[config.mk]
export PLATFORM = sky130hd
export DESIGN_NAME = btb_update_buffer_flat
export DESIGN_NICKNAME = d
export VERILOG_FILES = /design/src/rtl/core_types_pkg.sv /design/src/rtl/btb_update_buffer_if.sv /design/src/rtl/btb_update_out_q.sv /design/src/rtl/btb_update_buffer.sv /design/src/flat_wrapper.sv
export SDC_FILE = /design/constraint.sdc
export NUM_CORES = 1
export LEC_CHECK = 0
export ABC_CLOCK_PERIOD_IN_PS = 5900
export BUFFER_PORTS_ARGS = -buffer_cell sky130_fd_sc_hd__buf_4
export CORE_MARGIN = 3
export CORE_UTILIZATION = 30
export DETAILED_ROUTE_END_ITERATION = 10
export MAX_ROUTING_LAYER = met4
export PLACE_DENSITY = 0.47
export SYNTH_ARGS = -nofsm -noshare
export SYNTH_HDL_FRONTEND = slang
export SYNTH_SLANG_ARGS = --single-unit
[constraint.sdc]
create_clock -name CLK -period 5.9 [get_ports CLK]
set_input_delay 0.885 -clock CLK [delete_from_list [all_inputs] [get_ports CLK]]
set_output_delay 0.885 -clock CLK [all_outputs]
set_load 0.005 [all_outputs]
[src/rtl/core_types_pkg.sv]
// Shared widths and record types for the BTB update path (upper-PC table + BTB write).
package core_types_pkg;
    localparam int UPPER_PC_WIDTH   = 20;
    localparam int LOG_UPCT_ENTRIES = 4;
    localparam int LOWER_PC_WIDTH   = 32 - UPPER_PC_WIDTH;
    localparam int BTB_INFO_WIDTH   = 8;

    typedef struct packed {
        logic [31:0]               start_PC;
        logic [31:0]               target_PC;
        logic [BTB_INFO_WIDTH-1:0] info;
    } btb_update_t;

    typedef struct packed {
        logic [31:0]                 start_PC;
        logic [LOWER_PC_WIDTH-1:0]   lower_target;
        logic [LOG_UPCT_ENTRIES-1:0] upct_index;
        logic [BTB_INFO_WIDTH-1:0]   info;
    } btb_wr_t;
endpackage

[src/rtl/btb_update_buffer_if.sv]
// Bus bundle between branch unit, upct update port, BTB write port and the update buffer.
interface btb_update_buffer_if;
    import core_types_pkg::*;

    logic                        enq_valid;
    logic                        enq_ready;
    logic [31:0]                 enq_start_PC;
    logic [31:0]                 enq_target_PC;
    logic [BTB_INFO_WIDTH-1:0]   enq_info;
    logic                        upct_update0_valid;
    logic [31:0]                 upct_update0_full_PC;
    logic [LOG_UPCT_ENTRIES-1:0] upct_update1_index;
    logic                        btb_wr_valid;
    logic                        btb_wr_ready;
    logic [31:0]                 btb_wr_start_PC;
    logic [LOWER_PC_WIDTH-1:0]   btb_wr_lower_target;
    logic [LOG_UPCT_ENTRIES-1:0] btb_wr_upct_index;
    logic [BTB_INFO_WIDTH-1:0]   btb_wr_info;

    modport master (
        output enq_valid, enq_start_PC, enq_target_PC, enq_info,
        output upct_update1_index, btb_wr_ready,
        input  enq_ready, upct_update0_valid, upct_update0_full_PC,
        input  btb_wr_valid, btb_wr_start_PC, btb_wr_lower_target, btb_wr_upct_index, btb_wr_info
    );

    modport slave (
        input  enq_valid, enq_start_PC, enq_target_PC, enq_info,
        input  upct_update1_index, btb_wr_ready,
        output enq_ready, upct_update0_valid, upct_update0_full_PC,
        output btb_wr_valid, btb_wr_start_PC, btb_wr_lower_target, btb_wr_upct_index, btb_wr_info
    );
endinterface

[src/rtl/btb_update_out_q.sv]
// Two-entry queue of compressed BTB writes; overflow is prevented upstream by the credit check.
module btb_update_out_q
    import core_types_pkg::*;
(
    input  logic    CLK,
    input  logic    RST,
    input  logic    enq,
    input  btb_wr_t enq_data,
    input  logic    deq,
    output logic [1:0] count,
    output btb_wr_t head
);
    btb_wr_t    entries_q [2];
    btb_wr_t    entries_d [2];
    logic       wr_ptr_q, wr_ptr_d;
    logic       rd_ptr_q, rd_ptr_d;
    logic [1:0] count_q, count_d;

    always_comb begin
        entries_d = entries_q;
        wr_ptr_d  = wr_ptr_q;
        rd_ptr_d  = rd_ptr_q;
        if (enq) begin
            entries_d[wr_ptr_q] = enq_data;
            wr_ptr_d            = ~wr_ptr_q;
        end
        if (deq) begin
            rd_ptr_d = ~rd_ptr_q;
        end
        count_d = count_q + {1'b0, enq} - {1'b0, deq};
    end

    always_ff @(posedge CLK) begin
        if (RST) begin
            entries_q <= '{default: '0};
            wr_ptr_q  <= 1'b0;
            rd_ptr_q  <= 1'b0;
            count_q   <= 2'd0;
        end else begin
            entries_q <= entries_d;
            wr_ptr_q  <= wr_ptr_d;
            rd_ptr_q  <= rd_ptr_d;
            count_q   <= count_d;
        end
    end

    assign count = count_q;
    assign head  = entries_q[rd_ptr_q];
endmodule

[src/rtl/btb_update_buffer.sv]
// Buffers resolved-branch BTB updates, runs each through upct (update0 -> index on update1)
// and emits compressed BTB writes in strict arrival order.
module btb_update_buffer
    import core_types_pkg::*;
#(
    parameter int BUF_ENTRIES     = 4,
    parameter int LOG_BUF_ENTRIES = $clog2(BUF_ENTRIES)
) (
    input logic                CLK,
    input logic                RST,
    btb_update_buffer_if.slave b
);
    btb_update_t                fifo_q [BUF_ENTRIES];
    btb_update_t                fifo_d [BUF_ENTRIES];
    logic [LOG_BUF_ENTRIES:0]   wr_ptr_q, wr_ptr_d;
    logic [LOG_BUF_ENTRIES:0]   rd_ptr_q, rd_ptr_d;
    logic                       s1_valid_q, s1_valid_d;
    logic [31:0]                s1_start_PC_q, s1_start_PC_d;
    logic [LOWER_PC_WIDTH-1:0]  s1_lower_target_q, s1_lower_target_d;
    logic [BTB_INFO_WIDTH-1:0]  s1_info_q, s1_info_d;

    logic        fifo_empty, fifo_full, enq_fire, pop, credit_ok, btb_fire;
    logic [1:0]  out_count;
    logic [2:0]  credit_sum;
    btb_update_t head;
    btb_wr_t     out_enq_data, out_head;

    assign fifo_empty = (wr_ptr_q == rd_ptr_q);
    assign fifo_full  = (wr_ptr_q[LOG_BUF_ENTRIES] != rd_ptr_q[LOG_BUF_ENTRIES]) &&
                        (wr_ptr_q[LOG_BUF_ENTRIES-1:0] == rd_ptr_q[LOG_BUF_ENTRIES-1:0]);
    assign head       = fifo_q[rd_ptr_q[LOG_BUF_ENTRIES-1:0]];

    assign b.enq_ready = ~RST & ~fifo_full;
    assign enq_fire    = b.enq_valid & b.enq_ready;

    // Count what the output queue will hold after this edge if one more entry enters S1;
    // S1 cannot stall, so pop only when that slot is already guaranteed.
    assign btb_fire   = b.btb_wr_valid & b.btb_wr_ready;
    assign credit_sum = {1'b0, out_count} + {2'b00, s1_valid_q} - {2'b00, btb_fire};
    assign credit_ok  = (credit_sum < 3'd2);
    assign pop        = ~fifo_empty & credit_ok & ~RST;

    assign b.upct_update0_valid   = pop;
    assign b.upct_update0_full_PC = head.target_PC;

    always_comb begin
        fifo_d            = fifo_q;
        wr_ptr_d          = wr_ptr_q;
        rd_ptr_d          = rd_ptr_q;
        s1_valid_d        = pop;
        s1_start_PC_d     = s1_start_PC_q;
        s1_lower_target_d = s1_lower_target_q;
        s1_info_d         = s1_info_q;
        if (enq_fire) begin
            fifo_d[wr_ptr_q[LOG_BUF_ENTRIES-1:0]] = '{start_PC:  b.enq_start_PC,
                                                      target_PC: b.enq_target_PC,
                                                      info:      b.enq_info};
            wr_ptr_d = wr_ptr_q + 1'b1;
        end
        if (pop) begin
            rd_ptr_d          = rd_ptr_q + 1'b1;
            s1_start_PC_d     = head.start_PC;
            s1_lower_target_d = head.target_PC[LOWER_PC_WIDTH-1:0];
            s1_info_d         = head.info;
        end
    end

    always_ff @(posedge CLK) begin
        if (RST) begin
            fifo_q            <= '{default: '0};
            wr_ptr_q          <= '0;
            rd_ptr_q          <= '0;
            s1_valid_q        <= 1'b0;
            s1_start_PC_q     <= '0;
            s1_lower_target_q <= '0;
            s1_info_q         <= '0;
        end else begin
            fifo_q            <= fifo_d;
            wr_ptr_q          <= wr_ptr_d;
            rd_ptr_q          <= rd_ptr_d;
            s1_valid_q        <= s1_valid_d;
            s1_start_PC_q     <= s1_start_PC_d;
            s1_lower_target_q <= s1_lower_target_d;
            s1_info_q         <= s1_info_d;
        end
    end

    assign out_enq_data = '{start_PC:     s1_start_PC_q,
                            lower_target: s1_lower_target_q,
                            upct_index:   b.upct_update1_index,
                            info:         s1_info_q};

    btb_update_out_q u_out_q (
        .CLK      (CLK),
        .RST      (RST),
        .enq      (s1_valid_q),
        .enq_data (out_enq_data),
        .deq      (btb_fire),
        .count    (out_count),
        .head     (out_head)
    );

    assign b.btb_wr_valid        = (out_count != 2'd0);
    assign b.btb_wr_start_PC     = out_head.start_PC;
    assign b.btb_wr_lower_target = out_head.lower_target;
    assign b.btb_wr_upct_index   = out_head.upct_index;
    assign b.btb_wr_info         = out_head.info;
endmodule

[src/flat_wrapper.sv]
// flat-port wrapper written by rule: the top's interface ports become plain ports
module btb_update_buffer_flat import core_types_pkg::*;
#(
    parameter int BUF_ENTRIES     = 4,
    parameter int LOG_BUF_ENTRIES = $clog2(BUF_ENTRIES)
)
  (CLK, RST, b_enq_valid, b_enq_start_PC, b_enq_target_PC, b_enq_info, b_upct_update1_index, b_btb_wr_ready, b_enq_ready, b_upct_update0_valid, b_upct_update0_full_PC, b_btb_wr_valid, b_btb_wr_start_PC, b_btb_wr_lower_target, b_btb_wr_upct_index, b_btb_wr_info);
  btb_update_buffer_if b_i ();
  input logic CLK;
  input logic RST;
  input wire logic [$bits(b_i.enq_valid)-1:0] b_enq_valid;
  input wire logic [$bits(b_i.enq_start_PC)-1:0] b_enq_start_PC;
  input wire logic [$bits(b_i.enq_target_PC)-1:0] b_enq_target_PC;
  input wire logic [$bits(b_i.enq_info)-1:0] b_enq_info;
  input wire logic [$bits(b_i.upct_update1_index)-1:0] b_upct_update1_index;
  input wire logic [$bits(b_i.btb_wr_ready)-1:0] b_btb_wr_ready;
  output wire logic [$bits(b_i.enq_ready)-1:0] b_enq_ready;
  output wire logic [$bits(b_i.upct_update0_valid)-1:0] b_upct_update0_valid;
  output wire logic [$bits(b_i.upct_update0_full_PC)-1:0] b_upct_update0_full_PC;
  output wire logic [$bits(b_i.btb_wr_valid)-1:0] b_btb_wr_valid;
  output wire logic [$bits(b_i.btb_wr_start_PC)-1:0] b_btb_wr_start_PC;
  output wire logic [$bits(b_i.btb_wr_lower_target)-1:0] b_btb_wr_lower_target;
  output wire logic [$bits(b_i.btb_wr_upct_index)-1:0] b_btb_wr_upct_index;
  output wire logic [$bits(b_i.btb_wr_info)-1:0] b_btb_wr_info;
  assign b_i.enq_valid = b_enq_valid;
  assign b_i.enq_start_PC = b_enq_start_PC;
  assign b_i.enq_target_PC = b_enq_target_PC;
  assign b_i.enq_info = b_enq_info;
  assign b_i.upct_update1_index = b_upct_update1_index;
  assign b_i.btb_wr_ready = b_btb_wr_ready;
  assign b_enq_ready = b_i.enq_ready;
  assign b_upct_update0_valid = b_i.upct_update0_valid;
  assign b_upct_update0_full_PC = b_i.upct_update0_full_PC;
  assign b_btb_wr_valid = b_i.btb_wr_valid;
  assign b_btb_wr_start_PC = b_i.btb_wr_start_PC;
  assign b_btb_wr_lower_target = b_i.btb_wr_lower_target;
  assign b_btb_wr_upct_index = b_i.btb_wr_upct_index;
  assign b_btb_wr_info = b_i.btb_wr_info;
  btb_update_buffer #(.BUF_ENTRIES(BUF_ENTRIES), .LOG_BUF_ENTRIES(LOG_BUF_ENTRIES)) u_core (.CLK(CLK), .RST(RST), .b(b_i));
endmodule
==> results of run 1 <==
## cell type report
type	count	area share (%)
sequential	463	39.0
clock buffer	86	6.85
timing repair buffer	188	6.06
tap	864	4.54
inverter	8	0.126
antenna	1	0.0105
clock inverter	9	0.436
multi-input combinational	1267	43.0
## tightest hold or removal path, delay by kind of cell (launching register included)
kind,cells,cell delay (ns)
AOI/OAI and AO/OA,1,0.05
DFF,1,0.30
and+or+nand+nor,1,0.05
## layout by cell type, fill, tap and decap left out, types with 2 or more instances in the layout
cell type and count:
a21oi_1 113, buf_12 2, buf_4 185, clkbuf_1 16, clkbuf_16 54, clkbuf_8 16, clkinv_2 3, clkinvlp_4 3
dfxtp_1 460, dfxtp_4 3, ha_1 7, inv_1 8, mux2_1 38, mux2_2 73, mux2i_1 291, mux4_2 72
nand2_1 225, nand2b_1 364, nor2_1 6, nor2b_1 56, o311ai_4 4, xnor2_1 2, xor2_1 2, xor2_2 2
## registers in the layout, indices dropped and copies added, names as in the netlist, 2 cells and up
| signal | count |
|---|---|
| u_core.s1_lower_target_q | 12 |
| u_core.s1_info_q | 8 |
| u_core.fifo_q | 288 |
| u_core.s1_start_PC_q | 32 |
| u_core.u_out_q.entries_q | 112 |
| u_core.u_out_q.count | 2 |
| u_core.rd_ptr_q | 3 |
| u_core.wr_ptr_q | 3 |
## synth_stat cells (6+ instances only)
cell type  count  area share, %
a21oi_1      113            2.8
buf_2         16           0.39
buf_4         57            2.1
buf_6         11           0.61
clkbuf_1      88            1.6
dfxtp_1      463             45
ha_1           7           0.43
inv_1          8           0.15
mux2_1        38            2.1
mux2_2        73            4.0
mux2i_1      291             14
mux4_2        72            7.9
nand2_1      226            4.2
nand2b_1     365             11
nor2_1         6           0.11
nor2b_1       57            1.7
## where the power goes
part	switching, mW	internal, mW
registers	0.274	3.31
logic	0.719	0.681
clock network	1.32	1.93
## routing by layer
layer,vias to the layer above,track usage (%),share of wire (%)
li1,6585,-,-
met1,6541,19.5,48
met2,191,23.8,46
met4,0,3.56,1.7
met3,57,3.21,4.6
met5,-,-,0
## worst min-delay path by stage
| stage | depth (start not counted) | slack [ns] | startpoint | end |
|---|---|---|---|---|
| 6_report | 2 | 0.45 | u_core.u_out_q.entries_q[53]$_SDFFE_PP0P_ | u_core.u_out_q.entries_q[53]$_SDFFE_PP0P_ |
| 2_1_floorplan | 2 | 0.43 | u_core.u_out_q.entries_q[0]$_SDFFE_PP0P_ | u_core.u_out_q.entries_q[0]$_SDFFE_PP0P_ |
| 5_1_grt | 2 | 0.47 | u_core.u_out_q.entries_q[98]$_SDFFE_PP0P_ | u_core.u_out_q.entries_q[98]$_SDFFE_PP0P_ |
| 4_1_cts | 2 | 0.45 | u_core.u_out_q.entries_q[45]$_SDFFE_PP0P_ | u_core.u_out_q.entries_q[45]$_SDFFE_PP0P_ |
| 3_5_place_dp | 2 | 0.44 | u_core.u_out_q.entries_q[45]$_SDFFE_PP0P_ | u_core.u_out_q.entries_q[45]$_SDFFE_PP0P_ |
| 3_3_place_gp | 2 | 0.44 | u_core.u_out_q.entries_q[23]$_SDFFE_PP0P_ | u_core.u_out_q.entries_q[23]$_SDFFE_PP0P_ |
## kinds of logic after synthesis
family          count (synthesis)  synth area share, %
flops                         463                 45.4
xor+xnor                        6                0.331
mux                           474                 28.3
buf+inv                       184                 4.94
compound gates                121                 3.11
simple gates                  658                 17.3
fa+ha+maj                       8                0.527
## stage by stage
step	instance area, um2	total power [mW]	setup WS, ns	util, %	hold WS, ns
2_1_floorplan	20400	4.60	2.39	-	0.433
3_3_place_gp	22100	5.08	2.12	33.2	0.439
3_5_place_dp	22100	5.10	2.11	33.2	0.443
4_1_cts	23800	8.42	2.03	35.8	0.452
5_1_grt	23800	8.63	1.99	35.8	0.466
6_report	23800	8.23	2.21	35.8	0.450
==> results.md, run 1 <==
* Syn_nets at 2002
* Synthesized area at 0.0204 mm2
* Root buf cell: clkbuf_16
* Skew-Pair Late Insertion Delay at 0.60 ns
* CTS tree: done
* Die X at 267 um
* Nets@finish at 2069
* CP cell instances: buf_4, mux4_2, buf_4
* Final WL at 52000 um
* IO Port Bufs at 170
* Max-slew headroom at 30.0%
* Fill cells at 6592
* Mapped Avg Cell Area at 10.7 um2
* Synth unique cells at 30
* R2R Setup Slk at 2.63 ns
* PD cells at 346 mW/mm2
* Clk pin slew, worst setup/hold paths at 0.06 ns
* Status: complete, no violations
* Io pins at 171
* Vias at 13374
* Footprint of the multi-input gates at 0.0102 mm2
* CP Data Arrival Time at 2.81 ns
* Post_cts resized at 0
* VDD IR max at 0.201 mV
* Initial antenna violation count at 1
* Height of the die at 267 um
* Worst-path fanout max at 29
* Largest stage delay on the critical path at 0.72 ns
* CTS buffer count at 53
* Global-route usage over all layers at 14.9%
* Min Tclk post-route at 3.69 ns
* CORE AREA at 0.0666 mm2
* First-pass GRT wire length at 81300 um
* CTS Buffer Depth at 3
* # Max-Cap Violations at 0
* Final setup viols at 0
* Hold Vio Cnt, Final at 0
* DP Wirelength at 30900 um
* Critical path type: reg -> out
* Storage cell area at 0.00928 mm2
* Fin cells at 2886
* H-tree levels at 2
* Flop and latch count out of synthesis at 463
* Largest net degree at the start of global routing at 193
* Crit path max-delay family: buffers and inverters
* Asr flop ratio synth at 0%
* Syn. warnings at 0
* Drt pass-1 iters at 4
* Clock Skew at 0.0205 ns
* Routed vias/inst at 4.63
* Vias in the first global route at 13797
* Fmax at 271 MHz
* Worst r2r src: u_core.rd_ptr_q[1]$_SDFFE_PP0P_
* Pleak at 9.75 nW
* RR Endpoint: u_core.fifo_q[159]$_SDFFE_PP0P_
* Final Max Slew Viols at 0
* Worst Setup EP: b_upct_update0_full_PC[0]
* Layout cells sized above 1 at 21.1%
* Post-Synthesis Cells at 1914
* GP Congestion at 0.698
* Critical Path RT at 5.02 ns
* R2R cell count at 4
* Site Rows at 94
* Die area at 0.0712 mm2
* EDFF count, synth at 0
* RSZ-0062 raised after global routing: no
* Grt total ovfl at 0
* Worst path depth at 3
* Period utilisation layout at 62.6%
* CP most frequent cell: buf_4
* Setup TNS at 0 ns
* Clk sink count at 463
* Synth Flop Type: dfxtp_1
* Hold/Removal Path Class: reg -> reg
* Startpoint Class: flop
* Critical Path End Type: primary output
* Inst Count DP at 2790
* WL per Instance at 18.0 um
* Antenna-violating nets left at 0
* Worst Setup SP: u_core.rd_ptr_q[0]$_SDFFE_PP0P_
* Worst-path cell with the longest stage delay: dfxtp_4
* Area Overhead vs Synth at 16.7%
* Cts hold-fix bufs at 0
* DR iter-0 viols at 703
* Crit path buf inv count at 2
* Share of the yosys chip area belonging to registers at 45.4%
* Worst Max-Slew Pin Slew at 1.05 ns
* DRC at 0
* Starting Density at 30.7%
* Post-CTS Setup Bufs at 0
Note: power is estimated with default switching activity, not from simulation.
==> run 2: changes to the inputs <==
- ABC_AREA: unset -> 1
- ABC_CLOCK_PERIOD_IN_PS: 5900 -> 3510
- clock period: 5.9 -> 3.51 ns (I/O delays scaled with it)
==> results.md, run 2 <==
* Flop and latch count out of synthesis at 463 (unchanged)
* Fmax at 293 MHz
* CP Data Arrival Time at 2.88 ns (was 2.81 ns)
* Largest net degree at the start of global routing at 127 (was 193)
* Io pins at 171 (unchanged)
* Die X at 270 um (was 267 um)
* Die area at 0.0728 mm2 (was 0.0712 mm2)
* Footprint of the multi-input gates at 0.00916 mm2 (was 0.0102 mm2)
* Area share of the largest cell type after synthesis at 44.4% (was 45.4%)
* Skew-Pair Late Insertion Delay at 0.61 ns (was 0.60 ns)
* Critical Path RT at 2.98 ns (was 5.02 ns)
* Share of the yosys chip area belonging to registers at 44.4% (was 45.4%)
* Site Rows at 96 (was 94)
* Initial antenna violation count at 5 (was 1)
* Fin cells at 4260 (was 2886)
* CORE AREA at 0.0687 mm2 (was 0.0666 mm2)
* Syn. warnings at 0 (unchanged)
* CTS buffer count at 54 (was 53)
* Area leader, netlist: dfxtp_1 (unchanged)
* DR iter-0 viols at 1020 (was 703)
* Final Max Slew Viols at 0 (unchanged)
* Largest reg by FF count: u_core.fifo_q (unchanged)
* Top sig layer: met4 (unchanged)
* RSZ-0062 raised after global routing: yes (was no)
* Storage cell area at 0.00928 mm2 (about the same)
* Routed vias/inst at 4.27 (was 4.63)
* DP Wirelength at 35700 um (was 30900 um)
* CTS Buffer Depth at 3 (unchanged)
* Global-route usage over all layers at 16.5% (was 14.9%)
* CTS tree: done (unchanged)
* Status: complete, no violations (unchanged)
* Most frequent cells in the layout: nor2_1, nand2_1, dfxtp_1 (was dfxtp_1, nand2b_1, mux2i_1)
* Worst-path cell with the longest stage delay: fa_1 (was dfxtp_4)
* Layout cells sized above 1 at 9.99% (was 21.1%)
* Height of the die at 270 um (was 267 um)
* Metal-1 WL at 30300 um (was 24700 um)
* Clock Skew at 0.0257 ns (was 0.0205 ns)
* PD cells at 697 mW/mm2 (was 346 mW/mm2)
* Period utilisation layout at 97.2%
* Starting Density at 30.4% (was 30.7%)
* Fill cells at 7687 (was 6592)
* Synth area leaders: dfxtp_1, nor2_1, nand2_1 (was dfxtp_1, mux2i_1, nand2b_1)
* EDFF count, synth at 0 (unchanged)
* Nets@finish at 3366 (was 2069)
* Max FFs per register at 288 (unchanged)
* Final WL at 59600 um (was 52000 um)
* Vias in the first global route at 16770 (was 13797)
* Hold/Removal Path Class: in -> reg (was reg -> reg)
* CP most frequent cell: inv_2 (was buf_4)
* Met2 WL post-DR at 25700 um (was 24000 um)
* DRC at 0 (unchanged)
* Crit path buf inv count at 4 (was 2)
* Pleak at 12.3 nW (was 9.75 nW)
* Synthesized area at 0.0209 mm2 (was 0.0204 mm2)
* Critical Path End Type: primary output (unchanged)
* Asr flop ratio synth at 0% (unchanged)
* CP cell instances: or2_4, nand2_4, inv_2, ha_4, inv_2, ha_2, fa_1, nor2_1, o21ai_1, a21oi_2, nand2_2, inv_2, buf_6 (was buf_4, mux4_2, buf_4)
* IO Port Bufs at 170 (unchanged)
* Mapped Avg Cell Area at 6.44 um2 (was 10.7 um2)
* Startpoint Class: flop (unchanged)
* Commonest cells post-synth: nor2_1, nand2_1, dfxtp_1, inv_1, o21ai_0 (was dfxtp_1, nand2b_1, mux2i_1, nand2_1, a21oi_1)
* H-tree levels at 2 (unchanged)
* VDD IR max at 0.392 mV (was 0.201 mV)
* Antenna-violating nets left at 0 (unchanged)
* Count leader, synth: nor2_1 (was dfxtp_1)
* Routed wl met3 at 2700 um (was 2380 um)
* Biggest regs: u_core.fifo_q (288), u_core.u_out_q.entries_q (112), u_core.s1_start_PC_q (32) (unchanged)
* Final setup viols at 0 (unchanged)
* Clk pin slew, worst setup/hold paths at 0.06 ns (about the same)
* Vias at 18183 (was 13374)
* Worst-path fanout max at 4 (was 29)
* Dpl cell area at 0.0226 mm2 (was 0.0221 mm2)
* GP Congestion at 0.726 (was 0.698)
* Largest stage delay on the critical path at 0.47 ns (was 0.72 ns)
* Root buf cell: clkbuf_16 (unchanged)
* Inst Count DP at 4144 (was 2790)
* Crit path max-delay family: adder cells (was buffers and inverters)
* First-pass GRT wire length at 95700 um (was 81300 um)
* # Max-Cap Violations at 0 (unchanged)
* Clk sink count at 463 (unchanged)
* WL per Instance at 14.0 um (was 18.0 um)
* Critical path type: reg -> out (unchanged)
* Min Tclk post-route at 3.41 ns
* Grt total ovfl at 0 (unchanged)
* Drt pass-1 iters at 5 (was 4)
* Syn_nets at 3330 (was 2002)
* Synth unique cells at 27 (was 30)
* Worst Max-Slew Pin Slew at 1.11 ns (was 1.05 ns)
* Max-slew headroom at 25.7% (was 30.0%)
* Most common cell after layout, fill and taps aside: nor2_1 (was dfxtp_1)
* Final Cell Area at 0.0245 mm2 (was 0.0238 mm2)
* Area Overhead vs Synth at 17.5% (was 16.7%)
* Hold Vio Cnt, Final at 0 (unchanged)
* Post-Synthesis Cells at 3242 (was 1914)
* Synth Flop Type: dfxtp_1 (unchanged)
## run 2: cell count changes in the layout (fill, tap and decap cells not counted), sizes merged, moves of 6 or more
cell,delta
nor2,+893
nand2,+609
nand2b,-365
inv,+312
mux2i,-291
o21ai,+288
mux2,-111
mux4,-72
a21oi,+59
nor2b,-57
buf,+30
nand3,+6
## run 2: layout make-up
type / count / area share (%)
multi-input cells: 2221 / 37.3
well taps: 931 / 4.75
clock inverters: 13 / 0.765
flip-flops and latches: 463 / 37.8
inverters: 320 / 4.97
repair buffers: 218 / 7.51
diodes: 5 / 0.0510
clock buffers: 89 / 6.78
## run 2: power breakdown
part           leakage, nW  switching [mW]  internal (mW)
clock network        0.911            2.33           3.46
logic                 7.59            3.14           1.76
registers             3.76           0.451           5.95
## run 2: kinds of logic (layout without fill, tap and decap cells)
family | Yosys count | in the layout | synth area share (%)
AOI/OAI and AO/OA | 464 | 464 | 11.2
xor gates and xnor gates | 2 | 2 | 0.120
adders and majority gates | 8 | 8 | 0.516
buffers and inverters | 558 | 640 | 11.9
DFF | 463 | 463 | 44.4
other | 0 | 5 | 0
and+or+nand+nor | 1747 | 1747 | 31.9
## run 2: path summary, 6_finish.rpt
check,cells past startpoint,from,end,slack [ns]
worst max-delay path,13,u_core.u_out_q.count[1]$_SDFF_PP0_,b_upct_update0_valid,0.1
worst min-delay path,3,b_upct_update1_index[0],u_core.u_out_q.entries_q[64]$_SDFFE_PP0P_,0.15
worst max register to register,18,u_core.u_out_q.count[1]$_SDFF_PP0_,u_core.s1_start_PC_q[16]$_SDFFE_PP0P_,0.25
worst min register to register,2,u_core.s1_lower_target_q[9]$_SDFFE_PP0P_,u_core.s1_lower_target_q[9]$_SDFFE_PP0P_,0.47
## run 2: through the flow
stage          total power, mW  util [%]  hold slack [ns]  setup WS [ns]  setup TNS [ns]
6_report                  17.1      35.7            0.153         0.0991               0
5_1_grt                   18.3      35.7            0.137        -0.0680         -0.0680
4_1_cts                   17.4      35.6            0.103        0.00699               0
3_5_place_dp              11.4      32.8            0.461          0.373               0
3_3_place_gp              11.5      32.8            0.455          0.441               0
2_1_floorplan             9.48         -            0.444          0.598               0
## run 2: repair_timing
action | 4_1_cts | 5_1_grt
pin swaps | 2 | 6
endpoints found under the setup margin | 1 | 50
resized for setup | 5 | 11
buffers inserted | 8 | 2
hold buffers | 0 | 0
## run 2: layer usage
metal | vias up | GRT usage, %
met5 | - | -
met4 | 0 | 3.08
met3 | 59 | 3.15
met2 | 228 | 25.0
met1 | 8067 | 23.1
li1 | 9829 | -
## run 2: worst reg2reg max path, cell delays in order (launching register included)
cell	delay, ns
dfxtp_2	0.33
or2_4	0.24
nand2_4	0.08
inv_2	0.04
ha_4	0.25
inv_2	0.03
ha_2	0.16
fa_1	0.47
nor2_1	0.12
o21ai_1	0.08
a21oi_2	0.19
nand2_2	0.09
buf_4	0.13
buf_4	0.12
buf_4	0.12
buf_4	0.12
buf_4	0.29
o21ai_0	0.25
nor2_1	0.05
==> run 3: changes to the inputs <==
- BUFFER_PORTS_ARGS: -buffer_cell sky130_fd_sc_hd__buf_4 -> -buffer_cell sky130_fd_sc_hd__buf_2
==> results.md, run 3 (same netlist as run 2, synthesis figures left out) <==
* Status: complete, no violations (unchanged)
* Skew-Pair Late Insertion Delay at 0.59 ns (was 0.61 ns)
* Layout cells sized above 1 at 9.48% (was 9.99%)
* Drt pass-1 iters at 5 (unchanged)
* Final core utilization at 34.6% (was 35.7%)
* Final Cell Area at 0.0238 mm2 (was 0.0245 mm2)
* PD cells at 692 mW/mm2 (was 697 mW/mm2)
* R2R cell count at 14 (was 18)
* Grt total ovfl at 0 (unchanged)
* Vias at 18174 (was 18183)
* Antenna-violating nets left at 0 (unchanged)
* Largest net degree at the start of global routing at 164 (was 127)
* Hold Vio Cnt, Final at 0 (unchanged)
* Fmax at 301 MHz (was 293 MHz)
* GRT busiest layer: met2 (unchanged)
* Largest stage delay on the critical path at 0.47 ns (about the same)
* Clk pin slew, worst setup/hold paths at 0.06 ns (about the same)
* CP cell instances: or2_4, nand2_4, inv_2, ha_4, inv_2, ha_2, fa_1, nor2_1, o21ai_1, a21oi_2, nand2_2, inv_2, buf_6 (unchanged)
* Critical Path RT at 2.98 ns (about the same)
* Global-route track usage on met2 at 25.3% (was 25.0%)
* Height of the die at 270 um (unchanged)
* Initial antenna violation count at 15 (was 5)
* GP Congestion at 0.716 (was 0.726)
* CTS tree: done (unchanged)
* Nets@finish at 3351 (was 3366)
* Hold Path Stages at 3 (unchanged)
* Startpoint Class: flop (unchanged)
* Worst Max-Slew Pin Slew at 0.976 ns (was 1.11 ns)
* Pleak at 12.0 nW (was 12.3 nW)
* Worst Hold End: u_core.u_out_q.entries_q[66]$_SDFFE_PP0P_ (was u_core.u_out_q.entries_q[64]$_SDFFE_PP0P_)
* Biggest regs: u_core.fifo_q (288), u_core.u_out_q.entries_q (112), u_core.s1_start_PC_q (32) (unchanged)
* Fin cells at 4243 (was 4260)
* Final WL at 58900 um (was 59600 um)
* Inst Count DP at 4136 (was 4144)
* Routed vias/inst at 4.28 (was 4.27)
* Die area at 0.0728 mm2 (unchanged)
* Max FFs per register at 288 (unchanged)
* DRC at 0 (unchanged)
* Footprint of the multi-input gates at 0.00916 mm2 (unchanged)
* Area Overhead vs Synth at 14.1% (was 17.5%)
* Worst Min Path Start: b_upct_update1_index[2] (was b_upct_update1_index[0])
* Vias in the first global route at 17027 (was 16770)
* Max-slew headroom at 34.9% (was 25.7%)
* CORE AREA at 0.0687 mm2 (unchanged)
* Largest reg by FF count: u_core.fifo_q (unchanged)
* CP Data Arrival Time at 2.80 ns (was 2.88 ns)
* # Max-Cap Violations at 0 (unchanged)
* Worst-path cell with the longest stage delay: fa_1 (unchanged)
* Most common cell after layout, fill and taps aside: nor2_1 (unchanged)
* Fill cells at 7732 (was 7687)
* RR Endpoint: u_core.s1_start_PC_q[26]$_SDFFE_PP0P_ (was u_core.s1_start_PC_q[16]$_SDFFE_PP0P_)
* WL per Instance at 13.9 um (was 14.0 um)
* M3 GR Usage at 3.17% (was 3.15%)
* Site Rows at 96 (unchanged)
* GR Util met1 at 22.7% (was 23.1%)
* Most frequent cells in the layout: nor2_1, nand2_1, dfxtp_1 (unchanged)
* Root buf cell: clkbuf_16 (unchanged)
* CTS buffer count at 53 (was 54)
* Critical path type: reg -> out (unchanged)
* Critical Path End Type: primary output (unchanged)
* VDD IR max at 0.371 mV (was 0.392 mV)
* Min Tclk post-route at 3.33 ns (was 3.41 ns)
* DP Wirelength at 34500 um (was 35700 um)
* Worst-path fanout max at 3 (was 4)
* IO Port Bufs at 170 (unchanged)
* Period utilisation layout at 94.8% (was 97.2%)
* R2R Setup Slk at 0.72 ns (was 0.25 ns)
* Io pins at 171 (unchanged)
* Clock Skew at 0.0152 ns (was 0.0257 ns)
* Setup TNS at 0 ns (unchanged)
* CP most frequent cell: inv_2 (unchanged)
* Global-route usage over all layers at 16.5% (about the same)
* Clk sink count at 463 (unchanged)
* H-tree levels at 2 (unchanged)
* Starting Density at 30.4% (unchanged)
* Storage cell area at 0.00928 mm2 (about the same)
* Final setup viols at 0 (unchanged)
* Die X at 270 um (unchanged)
* DR iter-0 viols at 899 (was 1020)
* Final Max Slew Viols at 0 (unchanged)
* Dpl cell area at 0.0220 mm2 (was 0.0226 mm2)
* CTS Buffer Depth at 3 (unchanged)
* First-pass GRT wire length at 95700 um (about the same)
* Worst r2r src: u_core.u_out_q.count[1]$_SDFF_PP0_ (unchanged)
* Hold/Removal Path Class: in -> reg (unchanged)
## run 3: cell count changes in the layout (fill, tap and decap cells not counted), sizes merged
cell / change
bufinv: -1
buf: -14
clkbuf: -7
clkinv: +1
clkinvlp: +1
diode: +5
inv: -2
## run 3: cell type report
class,instances,area share (%)
antenna,10,0.105
clock buffer,82,6.75
clock inverter,12,0.489
inverter,320,5.11
multi-input combinational,2221,38.5
sequential,463,39.0
tap,931,4.89
timing repair buffer,204,5.20
## run 3: worst max-delay path by stage
stage                                       startpoint                   end  cells past startpoint
detailed placement  u_core.u_out_q.count[1]$_SDFF_PP0_  b_upct_update0_valid                     13
finish              u_core.u_out_q.count[1]$_SDFF_PP0_  b_upct_update0_valid                     13
global route        u_core.u_out_q.count[1]$_SDFF_PP0_  b_upct_update0_valid                     13
floorplan           u_core.u_out_q.count[1]$_SDFF_PP0_  b_upct_update0_valid                     13
CTS                 u_core.u_out_q.count[1]$_SDFF_PP0_  b_upct_update0_valid                     13
global placement                        b_btb_wr_ready  b_upct_update0_valid                     13
## run 3: worst max-delay path, delay by kind of cell, from the launching register on
family | cells | cell delay, ns
fa+ha+maj | 3 | 0.88
flops | 1 | 0.34
simple gates | 4 | 0.51
buf+inv | 4 | 0.24
compound gates | 2 | 0.24
## run 3: report_power, final
| part | total, mW | internal [mW] | switching [mW] |
|---|---|---|---|
| clock network | 5.52 | 3.27 | 2.25 |
| registers | 6.42 | 5.95 | 0.465 |
| logic | 4.54 | 1.48 | 3.06 |
## run 3: stage by stage
| stage | total power [mW] | hold slack, ns | setup slack (ns) |
|---|---|---|---|
| floorplan | 9.48 | 0.444 | 0.598 |
| global placement | 11.1 | 0.456 | 0.486 |
| detailed placement | 11.1 | 0.457 | 0.452 |
| CTS | 16.8 | 0.125 | 0.0427 |
| global route | 17.7 | 0.155 | -0.00767 |
| finish | 16.5 | 0.171 | 0.184 |
## run 3: per-layer routing
layer	routed length [um]	up-vias
li1	-	9826
met1	30100	8070
met2	25500	212
met3	2370	66
met4	912	0
met5	0	-
## run 3: timing repair
action,in CTS,in global routing
setup endpoints to repair,1,1
pin swaps,3,6
hold buffers,0,0
setup buffers,1,2
gates resized for setup,7,7
